===== src/rtl/bnn_pkg.sv =====
// Shared definitions for the BNN accelerator front end: frame geometry,
// feeder state encoding and a small sizing helper.
package bnn_pkg;

    // Default frame geometry (28x28 grayscale digit)
    localparam int IMG_W_DEF  = 28;
    localparam int IMG_H_DEF  = 28;
    localparam int IMG_PIXELS = IMG_W_DEF * IMG_H_DEF;

    // Counter wide enough to index every pixel of the default frame
    localparam int CNT_W = $clog2(IMG_PIXELS);

    // Raw state codes, kept as plain constants for legacy netlists and
    // waveform scripts that decode the state register numerically.
    localparam logic [1:0] FS_IDLE   = 2'd0;
    localparam logic [1:0] FS_LOAD   = 2'd1;
    localparam logic [1:0] FS_STREAM = 2'd2;
    localparam logic [1:0] FS_DONE   = 2'd3;

    typedef enum logic [1:0] {
        IDLE   = FS_IDLE,
        LOAD   = FS_LOAD,
        STREAM = FS_STREAM,
        DONE   = FS_DONE
    } feeder_state_t;

    // Address width for a table of n entries; never returns zero so a
    // degenerate 1-pixel frame still gets a legal 1-bit counter.
    function automatic int cnt_width(input int n);
        return (n > 1) ? $clog2(n) : 1;
    endfunction

endpackage


===== src/rtl/frame_bitbuf.sv =====
// One-bit-per-pixel frame store. Single synchronous write port, single
// combinational read port. Contents are deliberately not reset: the frame
// is always fully rewritten by a LOAD before it is streamed.
import bnn_pkg::*;

module frame_bitbuf #(
    parameter int DEPTH = IMG_PIXELS,
    parameter int AW    = CNT_W
) (
    input  logic          clk,
    input  logic          we,
    input  logic [AW-1:0] waddr,
    input  logic          wbit,
    input  logic [AW-1:0] raddr,
    output logic          rbit
);

    logic mem_q [DEPTH];

    // Write port: store one binarized pixel per accepted handshake
    always_ff @(posedge clk) begin
        if (we) begin
            mem_q[waddr] <= wbit;
        end
    end

    // Read port is purely combinational so the streamer sees a freshly
    // written bit in the same cycle its address is presented.
    assign rbit = mem_q[raddr];

endmodule


===== src/rtl/img_bin_feeder.sv =====
// Frame feeder for the BNN accelerator. Accepts a full frame of grayscale
// pixels through a valid/ready handshake at whatever rate the host manages,
// binarizes each pixel against a fixed threshold, and then replays the whole
// frame as a gap-free 1-bit stream with top_start held high, since the
// accelerator cannot stall its image input.
//
// state  | meaning
// -------+------------------------------------------------------------
// IDLE   | waiting for start; no pixels accepted
// LOAD   | s_ready high; each handshake writes one bit to the buffer
// STREAM | top_start high; one buffered bit per cycle on image_in
// DONE   | single-cycle frame_done pulse, then back to IDLE
import bnn_pkg::*;

module img_bin_feeder #(
    parameter int IMG_W  = 28,
    parameter int IMG_H  = 28,
    parameter int PIX_W  = 8,
    parameter int THRESH = 127
) (
    input  logic             clk,
    input  logic             rst,
    input  logic             start,
    input  logic             abort,
    input  logic [PIX_W-1:0] s_pix,
    input  logic             s_valid,
    output logic             s_ready,
    output logic             image_in,
    output logic             top_start,
    output logic             busy,
    output logic             frame_done
);

    localparam int               FRAME_PIX = IMG_W * IMG_H;
    localparam int               CW        = cnt_width(FRAME_PIX);
    localparam logic [CW-1:0]    LAST      = CW'(FRAME_PIX - 1);
    localparam logic [PIX_W-1:0] THRESH_V  = PIX_W'(THRESH);

    feeder_state_t state_q, state_d;
    logic [CW-1:0] pix_cnt_q, pix_cnt_d;
    logic [CW-1:0] out_cnt_q, out_cnt_d;

    // Output registers, loaded from the next state so each output is valid
    // in the very cycle its state begins.
    logic s_ready_q, s_ready_d;
    logic top_start_q, top_start_d;
    logic busy_q, busy_d;
    logic frame_done_q, frame_done_d;

    logic handshake;
    logic pix_bit;
    logic buf_we;
    logic buf_rbit;

    // s_ready_q is high exactly while in LOAD, so the handshake never
    // depends combinationally on anything but registered state and s_valid.
    assign handshake = s_valid & s_ready_q;

    // Unsigned strict comparison: THRESH itself maps to 0
    assign pix_bit = (s_pix > THRESH_V);

    frame_bitbuf #(
        .DEPTH (FRAME_PIX),
        .AW    (CW)
    ) u_bitbuf (
        .clk   (clk),
        .we    (buf_we),
        .waddr (pix_cnt_q),
        .wbit  (pix_bit),
        .raddr (out_cnt_q),
        .rbit  (buf_rbit)
    );

    // Next-state, counter and buffer-write decode
    always_comb begin
        state_d   = state_q;
        pix_cnt_d = pix_cnt_q;
        out_cnt_d = out_cnt_q;
        buf_we    = 1'b0;

        unique case (state_q)
            IDLE: begin
                if (start) begin
                    state_d = LOAD;
                end
            end
            LOAD: begin
                if (handshake) begin
                    buf_we = 1'b1;
                    if (pix_cnt_q == LAST) begin
                        state_d   = STREAM;
                        pix_cnt_d = '0;
                    end else begin
                        pix_cnt_d = pix_cnt_q + 1'b1;
                    end
                end
            end
            STREAM: begin
                if (out_cnt_q == LAST) begin
                    state_d   = DONE;
                    out_cnt_d = '0;
                end else begin
                    out_cnt_d = out_cnt_q + 1'b1;
                end
            end
            DONE: begin
                state_d = IDLE;
            end
            default: begin
                state_d = IDLE;
            end
        endcase

        // Abort overrides everything, including a write on the same cycle,
        // so a half-loaded frame is simply left behind in the buffer.
        if (abort) begin
            state_d   = IDLE;
            pix_cnt_d = '0;
            out_cnt_d = '0;
            buf_we    = 1'b0;
        end
    end

    // Output register next values follow the state being entered
    always_comb begin
        s_ready_d    = (state_d == LOAD);
        top_start_d  = (state_d == STREAM);
        busy_d       = (state_d != IDLE);
        frame_done_d = (state_d == DONE);
    end

    // State, counters and output registers with synchronous reset
    always_ff @(posedge clk) begin
        if (rst) begin
            state_q      <= IDLE;
            pix_cnt_q    <= '0;
            out_cnt_q    <= '0;
            s_ready_q    <= 1'b0;
            top_start_q  <= 1'b0;
            busy_q       <= 1'b0;
            frame_done_q <= 1'b0;
        end else begin
            state_q      <= state_d;
            pix_cnt_q    <= pix_cnt_d;
            out_cnt_q    <= out_cnt_d;
            s_ready_q    <= s_ready_d;
            top_start_q  <= top_start_d;
            busy_q       <= busy_d;
            frame_done_q <= frame_done_d;
        end
    end

    assign s_ready    = s_ready_q;
    assign top_start  = top_start_q;
    assign busy       = busy_q;
    assign frame_done = frame_done_q;

    // Gate the buffer read so image_in is 0 everywhere outside STREAM
    assign image_in   = top_start_q & buf_rbit;

endmodule


===== config.mk =====
export PLATFORM = sky130hd
export DESIGN_NAME = img_bin_feeder
export DESIGN_NICKNAME = d
export VERILOG_FILES = /design/src/rtl/bnn_pkg.sv /design/src/rtl/frame_bitbuf.sv /design/src/rtl/img_bin_feeder.sv
export SDC_FILE = /design/constraint.sdc
export NUM_CORES = 1
export LEC_CHECK = 0
export ABC_AREA = 1
export CAP_MARGIN = 5
export CORE_UTILIZATION = 40
export CTS_CLUSTER_SIZE = 24
export DETAILED_ROUTE_END_ITERATION = 8
export PLACE_DENSITY = 0.51
export SLEW_MARGIN = 0
export SYNTH_ARGS = -nofsm -noshare
export SYNTH_HDL_FRONTEND = slang
export SYNTH_SLANG_ARGS = --single-unit

===== constraint.sdc =====
create_clock -name clk -period 23.3 [get_ports clk]
set_clock_uncertainty 0.15 [all_clocks]
set_input_delay 3.495 -clock clk [delete_from_list [all_inputs] [get_ports clk]]
set_output_delay 3.495 -clock clk [all_outputs]
set_load 0.03 [all_outputs]

==> results list, run 1 <==
- Largest fanout on the critical path: 80
- Number of primary I/O pins: 18
* Total chip power: 2947 µW
- In this run the worst hold path is classified as reg -> reg.
- Once detail routing completed, the nets flagged for antenna violations numbered 0.
- The clock passes through at most 3 buffers.
* Slew margin rel.: 18.62%
- The max-slew violation count is 0.
- Pin count of the biggest net entering global routing: 220
* Horizontal extent of the die: 305.8 µm
* # fillers: 8,885
- Die height: 305.8 µm
- The via count of the first global-routing pass came to 23,957.
- Shortest clock period the worst path allows after layout: 9.803 ns
- The number of buffers and inverters on the critical path is 4.
- For this run, the detailed router's first-pass iteration total came to 6.
- Highest clock frequency the design can meet: 102.0 MHz
- Row count: 111
* Post-detailed-route DRC marker count: 0
- The initial utilization of the core area, before any placement, comes to 40.34%.
* Unrepaired setup endpoints after global routing: false
* Latest clock arrival within the worst-skew pair: 0.62 ns
- The number of antenna violations at the first check in global routing is 0.
- First-iteration detailed-routing DRC count: 2,266
- After detailed routing, the average wire length per cell comes to 21.44 µm.
- Across every metal layer, demand over resource in global routing totals 21.78%.
- The floorplan step defined a die boundary enclosing 0.09353 mm².
* Worst-path cell chain: buf_4 -> buf_4 -> buf_4 -> nand2_1 -> nand3_1 -> nand3_1 -> nand3_1 -> nand3_1 -> nand3_1 -> nand2_1 -> nand2_1 -> nand3_1 -> nand3_1 -> nand3_1 -> a21oi_1 -> clkdlybuf4s50_1
- Vias post-DR: 25,760
- Area of the mapped netlist: 0.03692 mm²
- Endpoint required time on the critical path: 19.66 ns
- The number of nets handed over by synthesis was 3,723.
- In this design, the critical path's most frequently occurring cell is sky130_fd_sc_hd__nand3_1.
- Count of mapped cells out of synthesis: 3,705
- EDFF count, synth: 784
- Most area-hungry cell type in the Yosys netlist: sky130_fd_sc_hd__edfxtp_1
- TritonCTS built the clock tree.
* Distinct cells, synth: 38
- HPWL Detailed: 49,970 µm
- Setup slack closes at 13.50 ns.
- In the finished design, the share of the clock period the worst path needs comes to 42.07%.
- On the critical path, the stage with the largest delay is an instance of sky130_fd_sc_hd__buf_4.
* Clock tree root buffer cell: sky130_fd_sc_hd__clkbuf_16
* Gp weighted congestion: 0.8316
* Final hold violations: 0
- At the worst endpoint, the arrival time is 6.16 ns.
- Summed over all layers, the routed wires come to 103,000 µm.
* First-pass GRT wire length: 152,700 µm
* Syn avg cell area: 9.966 µm²
- STA classifies the critical path endpoint as an output port.
- The tool flagged a number of max-cap violations equal to 0.
- Area growth, synth to finish: 8.018%
- Post-CTS resize count: 0
- The share of the Yosys chip area taken by registers is 65.71%.
- The kind of cell with the highest combined delay along the critical path is buffers and inverters.
- Startpoint class of the critical path: flop
* Count of inserted antenna diode cells: 0
- Number of storage elements in the synthesis netlist: 820
- The share of synthesized area in the top cell type comes to 63.76%.
- Cell types with the largest area share after synthesis: sky130_fd_sc_hd__edfxtp_1 64%, sky130_fd_sc_hd__nand3_1 10%, sky130_fd_sc_hd__nand2_1 8.6%
- Post-synth ARST share: 0%
* Synthesis Warnings: 0
- Hold repair after CTS inserted 0 buffers.
- Across the VDD grid, the largest voltage drop is 0.04018 mV.
- The run finished with clean final reports.
- Placement Setup Slack: 14.15 ns
- The region available for standard cell placement spans 0.09152 mm².
- Share of layout cells above drive strength 1: 5.968%
- In this run the tool buffered the top-level ports with 10 buffer cells.
- Clock-pin slew was measured on the worst setup and hold paths at 0.06 ns.
- Summed over all cells, the static leakage comes to 0.01283 µW.
- Setup Fix Bufs, Post-CTS: 0
- In this run the number of H-tree levels came out at 3.
- Transition time at the pin with the least slew margin: 1.218 ns
* Clock buffer count from CTS: 86
* Total negative setup slack: 0 ns
* Critical path class: reg -> out
- Most used standard cell by instance count after synthesis: sky130_fd_sc_hd__nand2_1
- Setup violations remaining at the end of the flow were counted as 0.
- Max stage delay on crit path: 0.85 ns
* Post-layout nets: 3,574
* Most frequent cells after synthesis: 850 x sky130_fd_sc_hd__nand2_1, 830 x sky130_fd_sc_hd__nor2_1, 784 x sky130_fd_sc_hd__edfxtp_1
* Number of sinks on the clock net: 820
* Top FF cell, synth: sky130_fd_sc_hd__edfxtp_1
- Power density normalized to cell area: 73.88 mW/mm²
- Overflow after GRT: 0
- Using the TritonRoute via totals, the vias-per-cell ratio works out to 5.361.
cell families (layout without fill, tap and decap cells):
| family | Yosys count | in the layout | share of synthesized area (%) |
|---|---|---|---|
| buffers and inverters | 354 | 268 | 5.263 |
| flip-flops | 820 | 820 | 65.71 |
| adder cells (fa/ha/maj) | 5 | 5 | 0.1694 |
| XOR/XNOR | 8 | 8 | 0.1898 |
| AO/OA/AOI/OAI | 40 | 40 | 0.6168 |
| AND/OR/NAND/NOR | 2478 | 2478 | 28.05 |
final timing paths:
check	start	endpoint	slack, ns	cells after the start
worst max-delay path	flop	image_in	13.50	16
worst min-delay path	out_cnt_q[1]	flop	0.36	2
worst max register to register	state_q[0]	u_bitbuf.mem_q[350]	20.40	9
worst min register to register	out_cnt_q[1]	flop	0.36	2
through the flow:
| stage | util, % | area (µm²) | hold WS, ns | instances |
|---|---|---|---|---|
| floorplan | - | 36920 | 0.2845 | 3705 |
| global placement | 40.73 | 37270 | 0.3355 | 4654 |
| detailed placement | 40.73 | 37270 | 0.3331 | 4654 |
| CTS | 43.58 | 39880 | 0.3548 | 4805 |
| global route | 43.58 | 39880 | 0.3827 | 4805 |
| finish | 43.58 | 39880 | 0.3594 | 4805 |
worst reg2reg max path, delay by kind of cell, from the launching register on:
family                 cells  cell delay [ns]
buffers and inverters      3             0.53
and+or+nand+nor            6             1.56
DFF                        1             0.37
registers in the layout (all words and copies together), names as in the netlist, named ones only:
signal	cells
u_bitbuf.mem_q	784
out_cnt_q	10
pix_cnt_q	10
state_q	2
busy	1
frame_done	1
s_ready	1
top_start	1
final cells by class:
cell class                 instances  area, µm²  share of cell area [%]
inverter                          46      195.2                  0.4894
tap                             1186       1484                   3.721
sequential                       820      24280                   60.87
multi-input combinational       2531      10730                   26.91
clock inverter                    34      255.2                  0.6400
timing repair buffer              71      588.1                   1.474
clock buffer                     117       2354                   5.901
layer usage:
| layer | global-route usage [%] | share of wire (%) | vias up |
|---|---|---|---|
| met5 | 0 | 0 | - |
| met4 | 6.708 | 2.5 | 0 |
| met3 | 2.392 | 5.0 | 142 |
| met2 | 36.41 | 48 | 614 |
| met1 | 29.78 | 44 | 12801 |
| li1 | - | - | 12203 |
placed cells by master, fill, tap and decap left out, types with 16 or more instances in the layout:
cell                        instances
sky130_fd_sc_hd__dfxtp_1           32
sky130_fd_sc_hd__clkinv_1          16
sky130_fd_sc_hd__edfxtp_1         784
sky130_fd_sc_hd__clkbuf_1          23
sky130_fd_sc_hd__nand2_1          844
sky130_fd_sc_hd__nand2_2           19
sky130_fd_sc_hd__buf_4             59
sky130_fd_sc_hd__clkbuf_16         87
sky130_fd_sc_hd__nand3_1          762
sky130_fd_sc_hd__nor2_1           830
sky130_fd_sc_hd__inv_1             39
power by group:
part / internal, µW / total, µW / switching (µW)
registers: 1610 / 1610 / 0.162
logic: 2.32 / 22.9 / 20.6
clock network: 747 / 1310 / 564
total: 2360 / 2950 / 584
Note: power is estimated with default switching activity, not from simulation.
==> run 2: changes to the inputs <==
--- a/config.mk
+++ b/config.mk
@@ -10,7 +10,7 @@
 export CORE_UTILIZATION = 40
 export CTS_CLUSTER_SIZE = 24
 export DETAILED_ROUTE_END_ITERATION = 8
-export PLACE_DENSITY = 0.51
+export PLACE_DENSITY = 0.53
 export SLEW_MARGIN = 0
 export SYNTH_ARGS = -nofsm -noshare
 export SYNTH_HDL_FRONTEND = slang
==> constraint.sdc (replaced) <==
create_clock -name clk -period 8.3 [get_ports clk]
set_clock_uncertainty 0.15 [all_clocks]
set_input_delay 1.245 -clock clk [delete_from_list [all_inputs] [get_ports clk]]
set_output_delay 1.245 -clock clk [all_outputs]
set_load 0.03 [all_outputs]
==> run 2 against run 1 <==
Total power rose to 2.8 times the previous value. Worst hold slack worse by 0.0076 ns. Count of clock-buffer cells in the layout stayed put. Highest routed layer unchanged. Largest power group unchanged. Final area grew 0.34%. Critical path type unchanged.
==> results list, run 2 (synthesis gave the netlist of run 1 again) <==
- The most common library cell in the layout ignoring fill and taps is sky130_fd_sc_hd__nand2_1 (unchanged).
* Post-detailed-route DRC marker count: 0 (unchanged)
- The setup slack after layout is 1.932 ns (was 13.50 ns).
- P_sw: 1673 µW (was 584.3 µW)
- The kind of critical path is reg -> out (unchanged).
* RR Startpoint: state_q[0] (unchanged)
- The combinational group share of total power was 0.8% (about the same).
* CTS tree: built (unchanged)
- The final RePlAce weighted congestion was 0.8081 (was 0.8316).
* Total of buffers placed on input and output ports: 10 (unchanged)
- The worst max-slew margin expressed relative to the limit came to 16.96% (was 18.62%).
* Initial antenna violation count: 0 (unchanged)
- Total GRT Usage: 21.62% (was 21.78%)
- Largest registers ranked by flip-flop count: u_bitbuf.mem_q: 784 flops, out_cnt_q: 10 flops, pix_cnt_q: 10 flops (unchanged)
* Cell Int Power: 6671 µW (was 2362 µW)
- The total inserted antenna cells is 0 (unchanged).
- The overall die width is 305.8 µm (unchanged).
* Placement Setup Slack: 2.696 ns (was 14.15 ns)
- First-pass GRT wire length: 152,100 µm (was 152,700 µm)
- Overflow after GRT: 0 (unchanged)
- The required time of the critical path was 6.90 ns (was 19.66 ns).
* Clock tree root buffer cell: sky130_fd_sc_hd__clkbuf_16 (unchanged)
- The sequential power share was 54.3% (was 54.7%).
- CTS clk-pin slew, worst paths: 0.06 ns (about the same)
- The area of the die was 0.09353 mm² (unchanged).
- The post-layout utilization of the core was 43.72% (was 43.58%).
- Pre-antenna DRT Iters: 5 (was 6)
* Final Cycle Share: 76.72%
- The total detailed-routing wirelength came to 102,200 µm (was 103,000 µm).
- Vias post-DR: 25,820 (was 25,760)
- The total of fill cells in the finished design is 8,813 (was 8,885).
- The critical path capture point type was an output port (unchanged).
- Final antenna-violating net count: 0 (unchanged)
- The total instance count after detailed placement is 4,648 (was 4,654).
- Setup Fix Bufs, Post-CTS: 0 (unchanged)
* Non-filler instance count after layout: 4,805 (unchanged)
- Highest-count cells in the layout ignoring fill and taps: 840 x sky130_fd_sc_hd__nand2_1, 830 x sky130_fd_sc_hd__nor2_1, 784 x sky130_fd_sc_hd__edfxtp_1 (was 844 x sky130_fd_sc_hd__nand2_1, 830 x sky130_fd_sc_hd__nor2_1, 784 x sky130_fd_sc_hd__edfxtp_1).
* Path class of the lowest-slack min-delay path: reg -> reg (unchanged)
- The number of flip-flops in the largest register came to 784 (unchanged).
- The number of levels the H-tree was split into is 3 (unchanged).
* Number of sinks on the clock net: 820 (unchanged)
* Pin count of the biggest net entering global routing: 282 (was 220)
- The minimum hold slack was 0.3518 ns (was 0.3594 ns).
- Clock buffer count from CTS: 86 (unchanged)
* R2r endpoint: u_bitbuf.mem_q[516] (was u_bitbuf.mem_q[350])
- The floorplan die height came to 305.8 µm (unchanged).
* Outcome: complete, no violations (unchanged)
- The via count of the first global-routing pass was 24,267 (was 23,957).
- The net switching share of the total power came to 20.05% (was 19.83%).
- The max-slew violation count came to 0 (unchanged).
- Flop2flop setup slack: 5.39 ns (was 20.40 ns)
* Footprint of the flip-flops and latches: 0.02428 mm² (unchanged)
- The count of endpoints failing hold in the final timing report is 0 (unchanged).
- Row count: 111 (unchanged)
- Min-delay src: out_cnt_q[9] (was out_cnt_q[1])
- Post-CTS resize count: 0 (unchanged)
- Vias per Instance: 5.374 (was 5.361)
- Startpoint class of the critical path: flop (unchanged)
- Area growth, synth to finish: 8.384% (was 8.018%)
- The final routed wire length divided by cell count came to 21.27 µm (was 21.44 µm).
* First-iteration detailed-routing DRC count: 2,347 (was 2,266)
- The number of ports placed on the die boundary is 18 (unchanged).
- The share of total power in the clock network was 44.9% (was 44.5%).
- The HPWL reported at the end of detailed placement came to 48,680 µm (was 49,970 µm).
- Count of final setup violators: 0 (unchanged)
* Latest clock arrival within the worst-skew pair: 0.65 ns (was 0.62 ns)
- Number of max-capacitance violations reported: 0 (unchanged)
- Arrival time of the worst setup path: 4.97 ns (was 6.16 ns)
* Highest-delay cell along the critical path: sky130_fd_sc_hd__dfxtp_4 (was sky130_fd_sc_hd__buf_4)
- The worst voltage drop across the vdd grid was 0.1440 mV (was 0.04018 mV).
* Starting density of the core: 40.34% (unchanged)
* Core area: 0.09152 mm² (unchanged)
* Worst Reg-to-Reg Cells: 8 (was 9)
* Most repeated library cell on the critical path: sky130_fd_sc_hd__nand3_1 (unchanged)
* Buffer levels on the longest clock path: 3 (unchanged)
- The highest net fanout along the worst path is 149 (was 80).
- The areal power density over the cells is 208.5 mW/mm² (was 73.88 mW/mm²).
- Transition time at the pin with the least slew margin: 1.246 ns (was 1.218 ns)
* Hold buffers post-CTS: 0 (unchanged)
* Unrepaired setup endpoints after global routing: false (unchanged)
- Area occupied by multi-input gates: 0.01074 mm² (was 0.01073 mm²)
- Shortest clock period the worst path allows after layout: 6.368 ns
* Share of layout cells above drive strength 1: 6.300% (was 5.968%)
* Post-layout nets: 3,568 (was 3,574)
- The leakage dissipation came to 0.01289 µW (was 0.01283 µW).
* Highest clock frequency the design can meet: 157.0 MHz
- Max stage delay on crit path: 0.80 ns (was 0.85 ns)
* Total negative setup slack: 0 ns (unchanged)
- Most flop-heavy register: u_bitbuf.mem_q (unchanged)
- Hold Crit Depth: 1 (was 2)
- Worst-path cell chain: clkinv_8 -> buf_12 -> nand2_1 -> nand3_1 -> nand3_1 -> nand3_1 -> nand3_1 -> nand3_1 -> nand2_1 -> nand2_1 -> nand3_1 -> nand3_1 -> nand3_1 -> a21oi_1 -> clkdlybuf4s50_1 (was buf_4 -> buf_4 -> buf_4 -> nand2_1 -> nand3_1 -> nand3_1 -> nand3_1 -> nand3_1 -> nand3_1 -> nand2_1 -> nand2_1 -> nand3_1 -> nand3_1 -> nand3_1 -> a21oi_1 -> clkdlybuf4s50_1)
run 2: changes by cell type in the layout (fill, tap and decap cells not counted), moves of 5 or more:
cell	change
sky130_fd_sc_hd__clkinv_1	-7
sky130_fd_sc_hd__buf_12	+6
sky130_fd_sc_hd__buf_4	-12
sky130_fd_sc_hd__inv_4	+5
sky130_fd_sc_hd__clkinv_2	+5
run 2: stage by stage:
| stage | total power [µW] | area (µm²) |
|---|---|---|
| floorplan | 4685 | 36920 |
| global placement | 4680 | 37310 |
| detailed placement | 4681 | 37310 |
| CTS | 8423 | 40020 |
| global route | 8572 | 40020 |
| finish | 8344 | 40020 |
run 2: worst max-delay path by stage:
stage	startpoint	endpoint	slack [ns]	cells past startpoint
6_report	flop	image_in	1.93	15
5_1_grt	flop	image_in	1.67	15
4_1_cts	flop	image_in	1.99	15
3_5_place_dp	flop	image_in	2.70	15
3_3_place_gp	flop	image_in	2.70	15
2_1_floorplan	s_pix[7]	u_bitbuf.mem_q[0]	0.12	1
run 2: worst max-delay path: cells and delay by family, from the launching register on:
| family | cells | cell delay (ns) |
|---|---|---|
| AOI/OAI and AO/OA | 1 | 0.14 |
| DFF | 1 | 0.80 |
| buffers and inverters | 3 | 1.77 |
| and+or+nand+nor | 11 | 1.38 |
run 2: metal layers:
metal	GRT usage, %	wire (µm)
met5	0	0
met2	36.95	49940
met4	7.386	2718
met3	2.475	5702
met1	28.52	43860
run 2: layout make-up:
type / count / area share (%)
Inverter: 46 / 0.4877
Clock buffer: 117 / 6.034
Timing Repair Buffer: 65 / 1.545
Clock inverter: 40 / 0.7222
Tap cell: 1186 / 3.708
Multi-Input combinational cell: 2531 / 26.84
Sequential cell: 820 / 60.66
run 2: power by group through the flow:
stage	Clock (µW)	Combinational, µW	Sequential (µW)
after global routing	3970	70.8	4530
after floorplan	0	33.0	4650
after detailed placement	0	64.3	4620
final	3750	64.3	4530
after CTS	3830	64.3	4530
after global placement	0	64.0	4620
==> run 3: changes to the inputs <==
==> constraint.sdc (replaced) <==
create_clock -name clk -period 5.7 [get_ports clk]
set_clock_uncertainty 0.15 [all_clocks]
set_input_delay 0.855 -clock clk [delete_from_list [all_inputs] [get_ports clk]]
set_output_delay 0.855 -clock clk [all_outputs]
set_load 0.03 [all_outputs]
==> run 3 against run 2 <==
Utilization up 0.18 points. Sequential power up 45%. Via count up 0.81%. Sequential share of layout area down 0.25 points. First-iteration DRC count up 2.6%. Global-route usage up 0.33 points. Worst hold slack better by 0.0029 ns. Critical path depth down 1. Register-to-register slack worse by 2.5 ns. Cell count up 0.33%. Largest cell class unchanged. Clock power up 44%. Final area up 0.41%. Highest routed layer unchanged.
==> results list, run 3 (synthesis gave the netlist of run 1 again) <==
* Non-filler instance count after layout: 4,821 (was 4,805)
- Hold buffers post-CTS: 0 (unchanged)
- Largest registers ranked by flip-flop count: u_bitbuf.mem_q: 784 flops, out_cnt_q: 10 flops, pix_cnt_q: 10 flops (unchanged)
- Transition time at the pin with the least slew margin: 1.096 ns (was 1.246 ns)
- The final RePlAce weighted congestion was 0.8256 (was 0.8081).
* Vias in the first global route: 24,794 (was 24,267)
- The starting utilization of the core area was 40.34% (unchanged).
- Setup Fix Bufs, Post-CTS: 0 (unchanged)
- Routed WL per cell: 21.40 µm (was 21.27 µm)
* Outcome: complete, no violations (unchanged)
- The count of endpoints failing hold in the final timing report is 0 (unchanged).
- The number of nets with antenna violations after detailed routing came to 0 (unchanged).
* Vias per Instance: 5.399 (was 5.374)
* Number of sinks on the clock net: 820 (unchanged)
- Min-delay src: out_cnt_q[9] (unchanged)
* Most flop-heavy register: u_bitbuf.mem_q (unchanged)
* Final Cycle Share: 87.15%
- The worst path arrival time is 3.96 ns (was 4.97 ns).
- Number of max-capacitance violations reported: 0 (unchanged)
- Endpoint required time on the critical path: 4.70 ns (was 6.90 ns)
- Unrepaired setup endpoints after global routing: false (unchanged).
* Most common cell after layout, fill and taps aside: sky130_fd_sc_hd__nand2_1 (unchanged)
- Pre-antenna DRT Iters: 5 (unchanged)
- The signed area change from the synthesized netlist to the final layout was 8.828% (was 8.384%).
- Overflow after GRT: 0 (unchanged)
- The total instance count after detailed placement came to 4,662 (was 4,648).
- The number of DRC violations after detailed-routing iteration 0 was 2,407 (was 2,347).
- Endpoint class of the critical path: output port (unchanged)
- The highest net fanout along the worst path was 191 (was 149).
* Highest-count cells in the layout ignoring fill and taps: 841 x sky130_fd_sc_hd__nand2_1, 830 x sky130_fd_sc_hd__nor2_1, 784 x sky130_fd_sc_hd__edfxtp_1 (was 840 x sky130_fd_sc_hd__nand2_1, 830 x sky130_fd_sc_hd__nor2_1, 784 x sky130_fd_sc_hd__edfxtp_1)
- Flop2flop setup slack: 2.89 ns (was 5.39 ns)
- Worst hold slack across all endpoints: 0.3547 ns (was 0.3518 ns)
- The area of the die was 0.09353 mm² (unchanged).
* R2r endpoint: u_bitbuf.mem_q[642] (was u_bitbuf.mem_q[516])
- The buffer cell driving the clock tree root is sky130_fd_sc_hd__clkbuf_16 (unchanged).
- Total negative setup slack: 0 ns (unchanged)
- The total inserted antenna cells came to 0 (unchanged).
- Latest clock arrival within the worst-skew pair: 0.65 ns (about the same)
- Worst Reg-to-Reg Cells: 8 (unchanged)
- The number of ports placed on the die boundary is 18 (unchanged).
- H-Tree Level Count: 3 (unchanged)
- Highest clock frequency the design can meet: 201.3 MHz
- Pin count of the biggest net entering global routing: 192 (was 282)
- The number of core rows came to 111 (unchanged).
- Post-detailed-route DRC marker count: 0 (unchanged)
- Power density normalized to cell area: 301.0 mW/mm² (was 208.5 mW/mm²)
- RR Startpoint: state_q[0] (unchanged)
- Path class of the lowest-slack min-delay path: reg -> reg (unchanged)
* Leakage Power: 0.01295 µW (was 0.01289 µW)
- Slew margin rel.: 26.91% (was 16.96%)
- The instance count along the most critical hold path came to 1 (unchanged).
- The total number of nets in the final design came to 3,582 (was 3,568).
- The worst-case clock buffer depth was 3 (unchanged).
- The fraction of layout instances using a drive strength above 1 came to 6.245% (was 6.300%).
- The total detailed-routing wirelength came to 103,200 µm (was 102,200 µm).
- CTS tree: built (unchanged)
- Die height: 305.8 µm (unchanged)
- CTS clk-pin slew, worst paths: 0.06 ns (about the same)
- The number of I/O port buffers was 10 (unchanged).
- First-pass GRT wire length: 154,700 µm (was 152,100 µm)
- The worst voltage drop across the vdd grid is 0.2185 mV (was 0.1440 mV).
* Shortest clock period the worst path allows after layout: 4.967 ns
- Number of flip-flops under the largest register name: 784 (unchanged)
* Startpoint class of the critical path: flop (unchanged)
- The final-report setup violation count was 0 (unchanged).
- The number of clock buffers inserted by TritonCTS was 86 (unchanged).
- Critical path class: reg -> out (unchanged)
- Horizontal extent of the die: 305.8 µm (unchanged)
- The core footprint was 0.09152 mm² (unchanged).
- The max-slew violation count is 0 (unchanged).
- The HPWL reported at the end of detailed placement was 50,200 µm (was 48,680 µm).
* Initial antenna violation count: 0 (unchanged)
* Total GRT Usage: 21.95% (was 21.62%)
- The total via count in the routed design came to 26,029 (was 25,820).
- Post-CTS resize count: 0 (unchanged)
## run 3: cell types whose count changed in the layout (fill, tap and decap cells not counted), sizes merged
cell | before | now
buf | 56 | 71
bufinv | 3 | 4
clkbuf | 117 | 114
clkdlybuf4s50 | 9 | 8
clkinv | 27 | 39
inv | 55 | 47
## run 3: worst max-delay path, stage by stage, from the launching register on
cell,delay (ns)
sky130_fd_sc_hd__dfxtp_4,0.55
sky130_fd_sc_hd__buf_12,0.63
sky130_fd_sc_hd__nand2_1,0.12
sky130_fd_sc_hd__nand3_1,0.14
sky130_fd_sc_hd__nand3_1,0.09
sky130_fd_sc_hd__nand3_1,0.18
sky130_fd_sc_hd__nand3_1,0.20
sky130_fd_sc_hd__nand3_1,0.16
sky130_fd_sc_hd__nand3_1,0.19
sky130_fd_sc_hd__nand2_1,0.11
sky130_fd_sc_hd__nand2_1,0.05
sky130_fd_sc_hd__nand3_1,0.08
sky130_fd_sc_hd__nand3_1,0.13
sky130_fd_sc_hd__a21oi_1,0.27
sky130_fd_sc_hd__buf_4,0.22
## run 3: routing by layer
metal  up-vias  GRT usage, %  part of all wire [%]
met5         -             0                     0
met4         0         7.304                   2.7
met3       134         2.371                   5.7
met2       758         36.45                    48
met1     12917         30.04                    44
li1      12220             -                     -
## run 3: layout make-up
cell class / instances / area [µm²]
multi-input combinational: 2531 / 10740
timing repair buffer: 79 / 820.8
clock inverter: 45 / 315.3
tap: 1186 / 1484
clock buffer: 114 / 2352
sequential: 820 / 24280
fill: 8877 / 51340
inverter: 46 / 195.2
## run 3: stage by stage
| stage | power (µW) | area (µm²) | util, % | setup slack (ns) |
|---|---|---|---|---|
| final | 12100 | 40180 | 43.90 | 0.7327 |
| after global routing | 12440 | 40180 | 43.90 | 0.5197 |
| after CTS | 12200 | 40180 | 43.90 | 0.7712 |
| after detailed placement | 6819 | 37510 | 40.99 | 1.473 |
| after global placement | 6818 | 37510 | 40.99 | 1.450 |
| after floorplan | 6797 | 36930 | - | 0.7812 |
## run 3: power breakdown
group          switching [µW]  internal, µW  leakage, µW  total [µW]
Clock                    2330          3080      0.00130        5410
Sequential              0.638          6590      0.00734        6590
Combinational            85.5          12.9      0.00431        98.4
## run 3: worst max path at each step
stage                                    to
final                              image_in
after floorplan           u_bitbuf.mem_q[0]
after global routing               image_in
after global placement             image_in
after CTS                          image_in
after detailed placement           image_in
